`src/rtl/rbz_spi_pkg.sv`:
```
// rbz_spi_pkg: shared state encoding and vector frame sizing for the raybox-zero SPI masters
package rbz_spi_pkg;
    localparam int VEC_FIELD_BITS = 15;
    localparam int VEC_COUNT      = 6;
    localparam int VEC_FRAME_BITS = VEC_COUNT * VEC_FIELD_BITS;
    typedef enum logic [2:0] {
        ST_IDLE,
        ST_SETUP,
        ST_SCLK_HI,
        ST_SCLK_LO,
        ST_HOLD,
        ST_GAP
    } spi_state_e;
endpackage

```
`src/rtl/spi_tick_gen.sv`:
```
// spi_tick_gen: CLK_DIV phase timer, tick marks the last cycle of each phase
module spi_tick_gen #(
    parameter int CLK_DIV = 2
) (
    input  logic i_clk,
    input  logic i_reset,
    input  logic i_restart,
    output logic o_tick
);
    localparam int W = $clog2(CLK_DIV) + 1;
    localparam logic [W-1:0] RELOAD = W'(CLK_DIV - 1);
    logic [W-1:0] r_cnt;
    // reload on every phase entry, then count down and hold at zero
    always_ff @(posedge i_clk)
        if (i_reset) r_cnt <= '0;
        else r_cnt <= i_restart ? RELOAD : (r_cnt != '0 ? r_cnt - 1'b1 : r_cnt);
    assign o_tick = (r_cnt == '0);
endmodule

```
`src/rtl/vec_spi_master.sv`:
```
// vec_spi_master: mode-0 SPI master sending one view-vector frame, with a latest-wins pending slot
module vec_spi_master
    import rbz_spi_pkg::*;
#(
    parameter int FRAME_BITS = VEC_FRAME_BITS,
    parameter int CLK_DIV    = 2,
    parameter int GAP        = 2
) (
    input  logic                  i_clk,
    input  logic                  i_reset,
    input  logic                  i_start,
    input  logic [FRAME_BITS-1:0] i_data,
    output logic                  o_busy,
    output logic                  o_done,
    output logic                  o_vec_csb,
    output logic                  o_vec_sclk,
    output logic                  o_vec_mosi
);
    localparam int BW = $clog2(FRAME_BITS + 1);
    localparam int GW = $clog2(GAP) + 1;
    localparam logic [BW-1:0] LAST_BIT = BW'(FRAME_BITS);
    localparam logic [GW-1:0] GAP_LOAD = GW'(GAP - 1);

    spi_state_e            r_state;
    logic [FRAME_BITS-1:0] r_shift;
    logic [FRAME_BITS-1:0] r_pend;
    logic                  r_pend_vld;
    logic [BW-1:0]         r_bits;
    logic [GW-1:0]         r_gap;
    logic                  r_csb;
    logic                  r_sclk;
    logic                  r_mosi;
    logic                  r_busy;
    logic                  r_done;
    logic                  w_tick;
    logic                  w_restart;
    logic                  w_gap_end;
    logic                  w_load;
    logic [FRAME_BITS-1:0] w_load_data;

    spi_tick_gen #(.CLK_DIV(CLK_DIV)) u_tick (
        .i_clk    (i_clk),
        .i_reset  (i_reset),
        .i_restart(w_restart),
        .o_tick   (w_tick)
    );

    // frame load decision: a fresh start always beats the older pending value
    always_comb begin
        w_gap_end   = (r_state == ST_GAP) && (r_gap == '0);
        w_load      = (r_state == ST_IDLE) ? i_start : (w_gap_end && (i_start || r_pend_vld));
        w_load_data = i_start ? i_data : r_pend;
        w_restart   = (r_state == ST_IDLE) ? i_start : (r_state == ST_GAP) ? w_gap_end : w_tick;
    end

    // frame sequencer with registered SPI pins, busy and done
    always_ff @(posedge i_clk) begin
        if (i_reset) begin
            r_state    <= ST_IDLE;
            r_shift    <= '0;
            r_pend     <= '0;
            r_pend_vld <= 1'b0;
            r_bits     <= '0;
            r_gap      <= '0;
            r_csb      <= 1'b1;
            r_sclk     <= 1'b0;
            r_mosi     <= 1'b0;
            r_busy     <= 1'b0;
            r_done     <= 1'b0;
        end else begin
            r_done <= 1'b0;
            if (i_start && r_state != ST_IDLE) begin
                r_pend     <= i_data;
                r_pend_vld <= 1'b1;
            end
            if (w_load) begin
                r_state <= ST_SETUP;
                r_shift <= w_load_data;
                r_mosi  <= w_load_data[FRAME_BITS-1];
                r_csb   <= 1'b0;
                r_bits  <= '0;
                r_busy  <= 1'b1;
                if (r_state == ST_GAP) r_pend_vld <= 1'b0;
            end else if (w_gap_end) begin
                r_state <= ST_IDLE;
                r_busy  <= 1'b0;
            end else if (r_state == ST_GAP) begin
                r_gap <= r_gap - 1'b1;
            end else if (w_tick) begin
                case (r_state)
                    ST_SETUP, ST_SCLK_LO: begin
                        r_state <= ST_SCLK_HI;
                        r_sclk  <= 1'b1;
                        r_bits  <= r_bits + 1'b1;
                    end
                    ST_SCLK_HI: begin
                        r_sclk <= 1'b0;
                        if (r_bits == LAST_BIT) begin
                            r_state <= ST_HOLD;
                        end else begin
                            r_state <= ST_SCLK_LO;
                            r_shift <= r_shift << 1;
                            r_mosi  <= r_shift[FRAME_BITS-2];
                        end
                    end
                    ST_HOLD: begin
                        r_state <= ST_GAP;
                        r_csb   <= 1'b1;
                        r_mosi  <= 1'b0;
                        r_done  <= 1'b1;
                        r_gap   <= GAP_LOAD;
                    end
                    default: ;
                endcase
            end
        end
    end

    assign o_busy     = r_busy;
    assign o_done     = r_done;
    assign o_vec_csb  = r_csb;
    assign o_vec_sclk = r_sclk;
    assign o_vec_mosi = r_mosi;
endmodule

```
`config.mk`:
```
export PLATFORM = sky130hd
export DESIGN_NAME = vec_spi_master
export DESIGN_NICKNAME = d
export VERILOG_FILES = /design/src/rtl/rbz_spi_pkg.sv /design/src/rtl/spi_tick_gen.sv /design/src/rtl/vec_spi_master.sv
export SDC_FILE = /design/constraint.sdc
export NUM_CORES = 1
export LEC_CHECK = 0
export CORE_MARGIN = 2
export CORE_UTILIZATION = 50
export CTS_CLUSTER_SIZE = 28
export DETAILED_ROUTE_END_ITERATION = 16
export PLACE_DENSITY_LB_ADDON = 0.2
export SLEW_MARGIN = 20
export SYNTH_ARGS = -nofsm -noshare
export SYNTH_HDL_FRONTEND = slang
export SYNTH_SLANG_ARGS = --single-unit
```
`constraint.sdc`:
```
create_clock -name i_clk -period 1.8 [get_ports i_clk]
set_clock_uncertainty 0.15 [all_clocks]
set_input_delay 0.45 -clock i_clk [delete_from_list [all_inputs] [get_ports i_clk]]
set_output_delay 0.45 -clock i_clk [all_outputs]
set_load 0.02 [all_outputs]
```
==> results of run 1 <==
==> power by group through the flow <==
stage / Combinational [mW] / Sequential, mW / Clock [mW]
final: 2.49 / 5.04 / 4.18
after global routing: 2.70 / 5.08 / 4.39
after CTS: 2.18 / 5.02 / 4.22
after detailed placement: 1.94 / 5.11 / 0
after global placement: 1.90 / 5.10 / 0
after floorplan: 1.27 / 5.07 / 0
==> per-stage QoR <==
stage | cell area [µm²] | cells | hold WS, ns | TNS, ns
CTS | 11300 | 1435 | 0.305 | -0.675
global route | 11900 | 1458 | 0.319 | -9.10
global placement | 10400 | 1391 | 0.289 | -2.80
detailed placement | 10400 | 1391 | 0.294 | -5.88
finish | 11900 | 1458 | 0.302 | -4.37
floorplan | 8990 | 1109 | 0.284 | -0.932
==> logic make-up (layout without fill, tap and decap cells) <==
| kind of cell | Yosys count | in the layout |
|---|---|---|
| xor+xnor | 6 | 6 |
| compound gates | 299 | 299 |
| mux | 91 | 91 |
| fa+ha+maj | 4 | 4 |
| simple gates | 406 | 406 |
| buf+inv | 104 | 228 |
| flops | 199 | 199 |
==> sequential cells by signal, summed over array words and instances (netlist names) <==
name	count
o_done	1
r_gap	2
o_vec_sclk	1
r_pend_vld	1
o_vec_csb	1
r_shift	89
r_bits	7
r_pend	90
o_vec_mosi	1
o_busy	1
u_tick.r_cnt	2
r_state	3
==> worst max-delay path: stages (launching register included) <==
cell	delay, ns
dfxtp_2	0.34
inv_2	0.05
ha_4	0.15
and4b_2	0.24
a21oi_4	0.23
buf_8	0.16
buf_6	0.13
buf_12	0.12
o21ai_2	0.06
a31oi_2	0.20
==> placed cells by master (no fill, tap or decap), types with 5 or more instances in the layout <==
master,count
a21oi_1,95
a31oi_1,87
buf_12,25
buf_4,35
buf_6,13
clkbuf_16,27
clkdlybuf4s50_1,90
dfxtp_1,194
dfxtp_2,5
dlygate4sd2_1,5
inv_1,6
mux2_2,91
nand2_1,368
nor2_1,11
nor2_2,5
nor3_1,5
o21ai_0,55
o21ai_1,7
o21ai_2,28
xnor2_1,5
==> cell type report <==
cell class / count / area, µm²
Tap cell: 225 / 282
Sequential cell: 199 / 3990
Clock buffer: 17 / 425
Inverter: 9 / 33.8
Multi-Input combinational cell: 806 / 4670
Fill cell: 1383 / 5500
Clock inverter: 15 / 216
Timing Repair Buffer: 187 / 2300
==> routing by layer <==
| layer | global-route usage (%) | routed length [µm] | vias to the layer above |
|---|---|---|---|
| li1 | - | - | 4023 |
| met1 | 31.4 | 10500 | 3907 |
| met2 | 39.4 | 11600 | 260 |
| met3 | 3.62 | 1170 | 30 |
| met4 | 6.97 | 279 | 0 |
| met5 | 0 | 0 | - |
==> path summary, 6_finish.rpt <==
check	endpoint	start	depth (start not counted)	slack, ns
max	r_shift[52]	r_gap[0]	9	-0.13
min	r_pend[11]	r_pend[11]	2	0.30
max reg2reg	r_shift[52]	r_gap[0]	9	-0.13
min reg2reg	r_pend[11]	r_pend[11]	2	0.30
==> what timing repair did <==
action,in CTS,in global routing
buffers inserted,7,11
setup endpoints to repair,81,103
pin swaps,3,31
gates cloned,6,13
gates resized for setup,31,95
==> results.sh, run 1 <==
export IMPL_synth_edff_count=0
export IMPL_totalPowerFinal_mw=11.7
export IMPL_synth_xor_area_share_pct=0.586
export IMPL_status="finished with violations"
export IMPL_syn_num_nets=1206
export IMPL_power_switching_mw=3.26
export IMPL_end_kind="register"
export IMPL_cts_buffer_depth=2
export IMPL_synth_most_common_cell="nand2_1"
export IMPL_syn_cell_area_um2=8960
export IMPL_ys_types=43
export IMPL_htree_levels=4
export IMPL_power_density_nw_per_um2=982
export IMPL_dieArea_um2=19000
export IMPL_clock_latency_ns=0.43
export IMPL_syn_inst=1109
export IMPL_insertedDiodeCount=0
export IMPL_core_area_um2=17400
export IMPL_min_path_type="register to register"
export IMPL_synth_compound_area_share_pct=18.9
export IMPL_timing_fmax_ghz=0.519
export IMPL_io_buffer_count=97
export IMPL_violations="negative setup slack"
export IMPL_maxSlewHeadroom_pct=67.3
export IMPL_vias_per_cell=5.64
export IMPL_first_global_vias=7511
export IMPL_nets=1317
export IMPL_setup_ws_ns=-0.128
export IMPL_cp_arrival_ns=2.13
export IMPL_drive_above_1_share_pct=22.8
export IMPL_synth_seq_area_share_pct=44.5
export IMPL_synth_seq_cells=199
export IMPL_period_share_pct=107
export IMPL_dr_pass1_iters=6
export IMPL_synthArstFlopShare_pct=0
export IMPL_root_buffer="clkbuf_16"
export IMPL_drc=0
export IMPL_io_pins=98
export IMPL_place_hpwl_um=13000
export IMPL_synth_fa_ha_area_share_pct=0.558
export IMPL_ir_worst_vdd_v=0.000716
export IMPL_p_int_mw=8.44
export IMPL_cts_sinks=199
export IMPL_fp_dieW_um=138
export IMPL_track_usage_pct=23.5
export IMPL_syn_area_per_cell_um2=8.08
export IMPL_p_sw_share_pct=27.9
export IMPL_yosys_area_top_type="dfxtp_1"
export IMPL_hold_viol=0
export IMPL_path_max_fanout=5
export IMPL_power_frac_comb_pct=21.3
export IMPL_yosysTopAreaCellShare_pct=44.5
export IMPL_clk_pin_slew_ns=0.08
export IMPL_min_period_ns=1.93
export IMPL_slew_violations=0
export IMPL_crit_type="register to register"
export IMPL_wire_per_inst_um=16.2
export IMPL_start_util_pct=51.5
export IMPL_hold_buffers=0
export IMPL_synth_simple_area_share_pct=18.0
export IMPL_synth_top_family_by_area="compound AO/OA/AOI/OAI gates"
export IMPL_setup_violations_final=75
export IMPL_worstMarginPinSlew_ns=0.491
export IMPL_cellLeakagePower_nw=4.33
export IMPL_cts_buffers=17
export IMPL_clockPowerShare_pct=35.7
export IMPL_place_ws_ns=-0.156
export IMPL_grt_remaining_overflow=0
export IMPL_antenna_found_initial=0
export IMPL_rsz0062_at_grt="yes"
export IMPL_seq_power_share_pct=43.0
export IMPL_synthFlopType="dfxtp_1"
export IMPL_gp_congestion=0.791
export IMPL_utilization_pct=68.4
export IMPL_synth_mux_area_share_pct=11.4
export IMPL_maxCapViolations=0
export IMPL_synth_area_leaders="dfxtp_1 44%, nand2_1 15%, mux2_2 11%"
export IMPL_grt_pass1_wl_um=36100
export IMPL_drt_initial_drc_count=839
export IMPL_fp_row_count=48
export IMPL_num_vias=8220
export IMPL_totalWireLength_um=23600
export IMPL_crit_required_ns=2.00
export IMPL_yosys_warnings=0
export IMPL_syn2layout_area_growth_pct=32.9
export IMPL_grt_max_degree=99
export IMPL_cts_tree="built"
export IMPL_detail_route_antenna_nets=0
export IMPL_die_y_um=138
export IMPL_synthTopCellsByCount="368 x nand2_1, 199 x dfxtp_1, 97 x a21oi_1"
export IMPL_startpoint_type="register"
Note: power is estimated with default switching activity, not from simulation.
==> run 2: changes to the inputs <==
--- a/config.mk
+++ b/config.mk
@@ -5,7 +5,6 @@
 export SDC_FILE = /design/constraint.sdc
 export NUM_CORES = 1
 export LEC_CHECK = 0
-export CORE_MARGIN = 2
 export CORE_UTILIZATION = 50
 export CTS_CLUSTER_SIZE = 28
 export DETAILED_ROUTE_END_ITERATION = 16
==> run 2 against run 1 <==
Compared with the run above:
- clock-buffer cell count is 5 higher
- sequential share of layout area is 0.57 points lower
- setup slack worse by 0.032 ns
- via count up 2.1%
- combinational power is 12% higher
- hold slack got worse by 0.0015 ns
- largest cell class unchanged
- critical path depth up 1
- clock power down 6.2%
- first-iteration DRC count down 4.8%
- power rose by 0.40%
- the run still ends with negative setup slack left
==> results.sh, run 2 (synthesis results as in run 1) <==
export IMPL_status="finished with violations"
export IMPL_violations="negative setup slack"
export IMPL_track_usage_pct=26.1
export IMPL_die_y_um=136
export IMPL_grt_pass1_wl_um=38100
export IMPL_syn2layout_area_growth_pct=35.4
export IMPL_dieArea_um2=18500
export IMPL_vias_per_cell=5.74
export IMPL_fp_dieW_um=136
export IMPL_io_pins=98
export IMPL_gp_congestion=0.784
export IMPL_slowest_stage="dfxtp_2"
export IMPL_cts_sinks=199
export IMPL_regArea_um2=3990
export IMPL_totalPowerFinal_mw=11.8
export IMPL_totalWireLength_um=25800
export IMPL_multi_input_area_um2=4750
export IMPL_crit_required_ns=2.00
export IMPL_power_density_nw_per_um2=968
export IMPL_path_max_fanout=6
export IMPL_htree_levels=4
export IMPL_top_register="r_pend"
export IMPL_nets=1323
export IMPL_place_hpwl_um=12200
export IMPL_dr_pass1_iters=5
export IMPL_cp_cell_sequence="inv_2, ha_4, and4b_2, a21oi_4, buf_6, buf_6, buf_12, buf_16, o21ai_1, a31oi_1"
export IMPL_slew_violations=0
export IMPL_hold_buffers=0
export IMPL_core_area_um2=17400
export IMPL_root_buffer="clkbuf_16"
export IMPL_fp_row_count=48
export IMPL_drt_initial_drc_count=799
export IMPL_cp_slowest_stage_delay_ns=0.33
export IMPL_first_global_vias=7713
export IMPL_worstMarginPinSlew_ns=0.597
export IMPL_grt_remaining_overflow=0
export IMPL_maxSlewHeadroom_pct=59.9
export IMPL_cts_buffers=17
export IMPL_final_common_cell="nand2_1"
export IMPL_cpMostUsedCell="buf_6"
export IMPL_cp_arrival_ns=2.16
export IMPL_crit_family="buffers and inverters"
export IMPL_largest_register_ffs=90
export IMPL_clock_latency_ns=0.44
export IMPL_setup_violations_final=115
export IMPL_insertedDiodeCount=0
export IMPL_final_cell_mix="362 x nand2_1, 193 x dfxtp_1, 91 x mux2_2, 90 x clkdlybuf4s50_1, 86 x a31oi_1"
export IMPL_grt_max_degree=99
export IMPL_cts_buffer_depth=2
export IMPL_cellLeakagePower_nw=4.39
export IMPL_num_vias=8392
export IMPL_min_period_ns=1.96
export IMPL_setup_ws_ns=-0.160
export IMPL_timing_fmax_ghz=0.510
export IMPL_start_util_pct=51.5
export IMPL_hold_viol=0
export IMPL_period_share_pct=109
export IMPL_final_area_um2=12100
export IMPL_rsz0062_at_grt="yes"
export IMPL_startpoint_type="register"
export IMPL_end_kind="register"
export IMPL_num_fill_cells=1341
export IMPL_io_buffer_count=97
export IMPL_reg_top3="r_pend (90), r_shift (89), r_bits (7)"
export IMPL_clk_pin_slew_ns=0.07
export IMPL_detail_route_antenna_nets=0
export IMPL_placed_cell_area_um2=10200
export IMPL_drc=0
export IMPL_ir_worst_vdd_v=0.000773
export IMPL_critPathBufInv=5
export IMPL_wire_per_inst_um=17.7
export IMPL_min_path_type="register to register"
export IMPL_cts_tree="built"
export IMPL_antenna_found_initial=0
export IMPL_maxCapViolations=0
export IMPL_crit_type="register to register"
export IMPL_tns_ns=-6.09
export IMPL_drive_above_1_share_pct=24.6
==> run 2: changes by cell type in the layout (fill, tap and decap cells not counted), sizes merged <==
cell | previous run | this run
buf | 81 | 88
bufinv | 4 | 3
clkbuf | 27 | 31
clkdlybuf4s15 | 0 | 1
clkinv | 4 | 3
clkinvlp | 1 | 2
dlygate4sd2 | 5 | 4
inv | 15 | 9
==> run 2: layout make-up <==
type                       instances  area share (%)
timing repair buffer             193            20.5
sequential                       199            32.9
tap                              225            2.32
multi-input combinational        806            39.2
inverter                           9           0.278
clock inverter                     8            1.02
clock buffer                      22            3.83
==> run 2: final timing paths <==
path                            startpoint           to  slack, ns  cells past startpoint
worst min-delay path            r_pend[87]   r_pend[87]       0.30                      2
worst min register to register  r_pend[87]   r_pend[87]       0.30                      2
worst max-delay path              r_gap[0]  r_shift[27]      -0.16                     10
worst max register to register    r_gap[0]  r_shift[27]      -0.16                     10
==> run 2: report_power, final <==
group | switching, mW | total, mW | internal, mW
clock network | 1.68 | 3.92 | 2.24
logic | 1.37 | 2.79 | 1.42
registers | 0.226 | 5.05 | 4.82
total | 3.27 | 11.8 | 8.48
==> run 2: worst min-delay path, stage by stage (launching register included) <==
cell     delay (ns)
dfxtp_1        0.31
nand2_1        0.05
a21oi_1        0.05
==> run 2: per-stage QoR <==
stage	instances	hold slack (ns)	utilization [%]	setup WS (ns)
global route	1462	0.316	69.7	-0.221
finish	1462	0.300	69.7	-0.160
detailed placement	1378	0.294	58.8	-0.164
floorplan	1109	0.284	-	-0.0108
global placement	1378	0.289	58.8	-0.0969
CTS	1443	0.302	66.3	-0.105
==> run 2: routing by layer <==
metal	GRT usage, %	vias up	wire (µm)
met4	8.95	0	490
li1	-	4040	-
met3	4.92	43	1600
met2	42.7	287	12300
met5	0	-	0
met1	34.4	4022	11500
==> run 2: what timing repair did <==
action / 4_1_cts / 5_1_grt
buffers inserted: 20 / 12
pin swaps: 4 / 39
setup endpoints to repair: 92 / 107
resized for setup: 88 / 128
gates cloned: 15 / 12
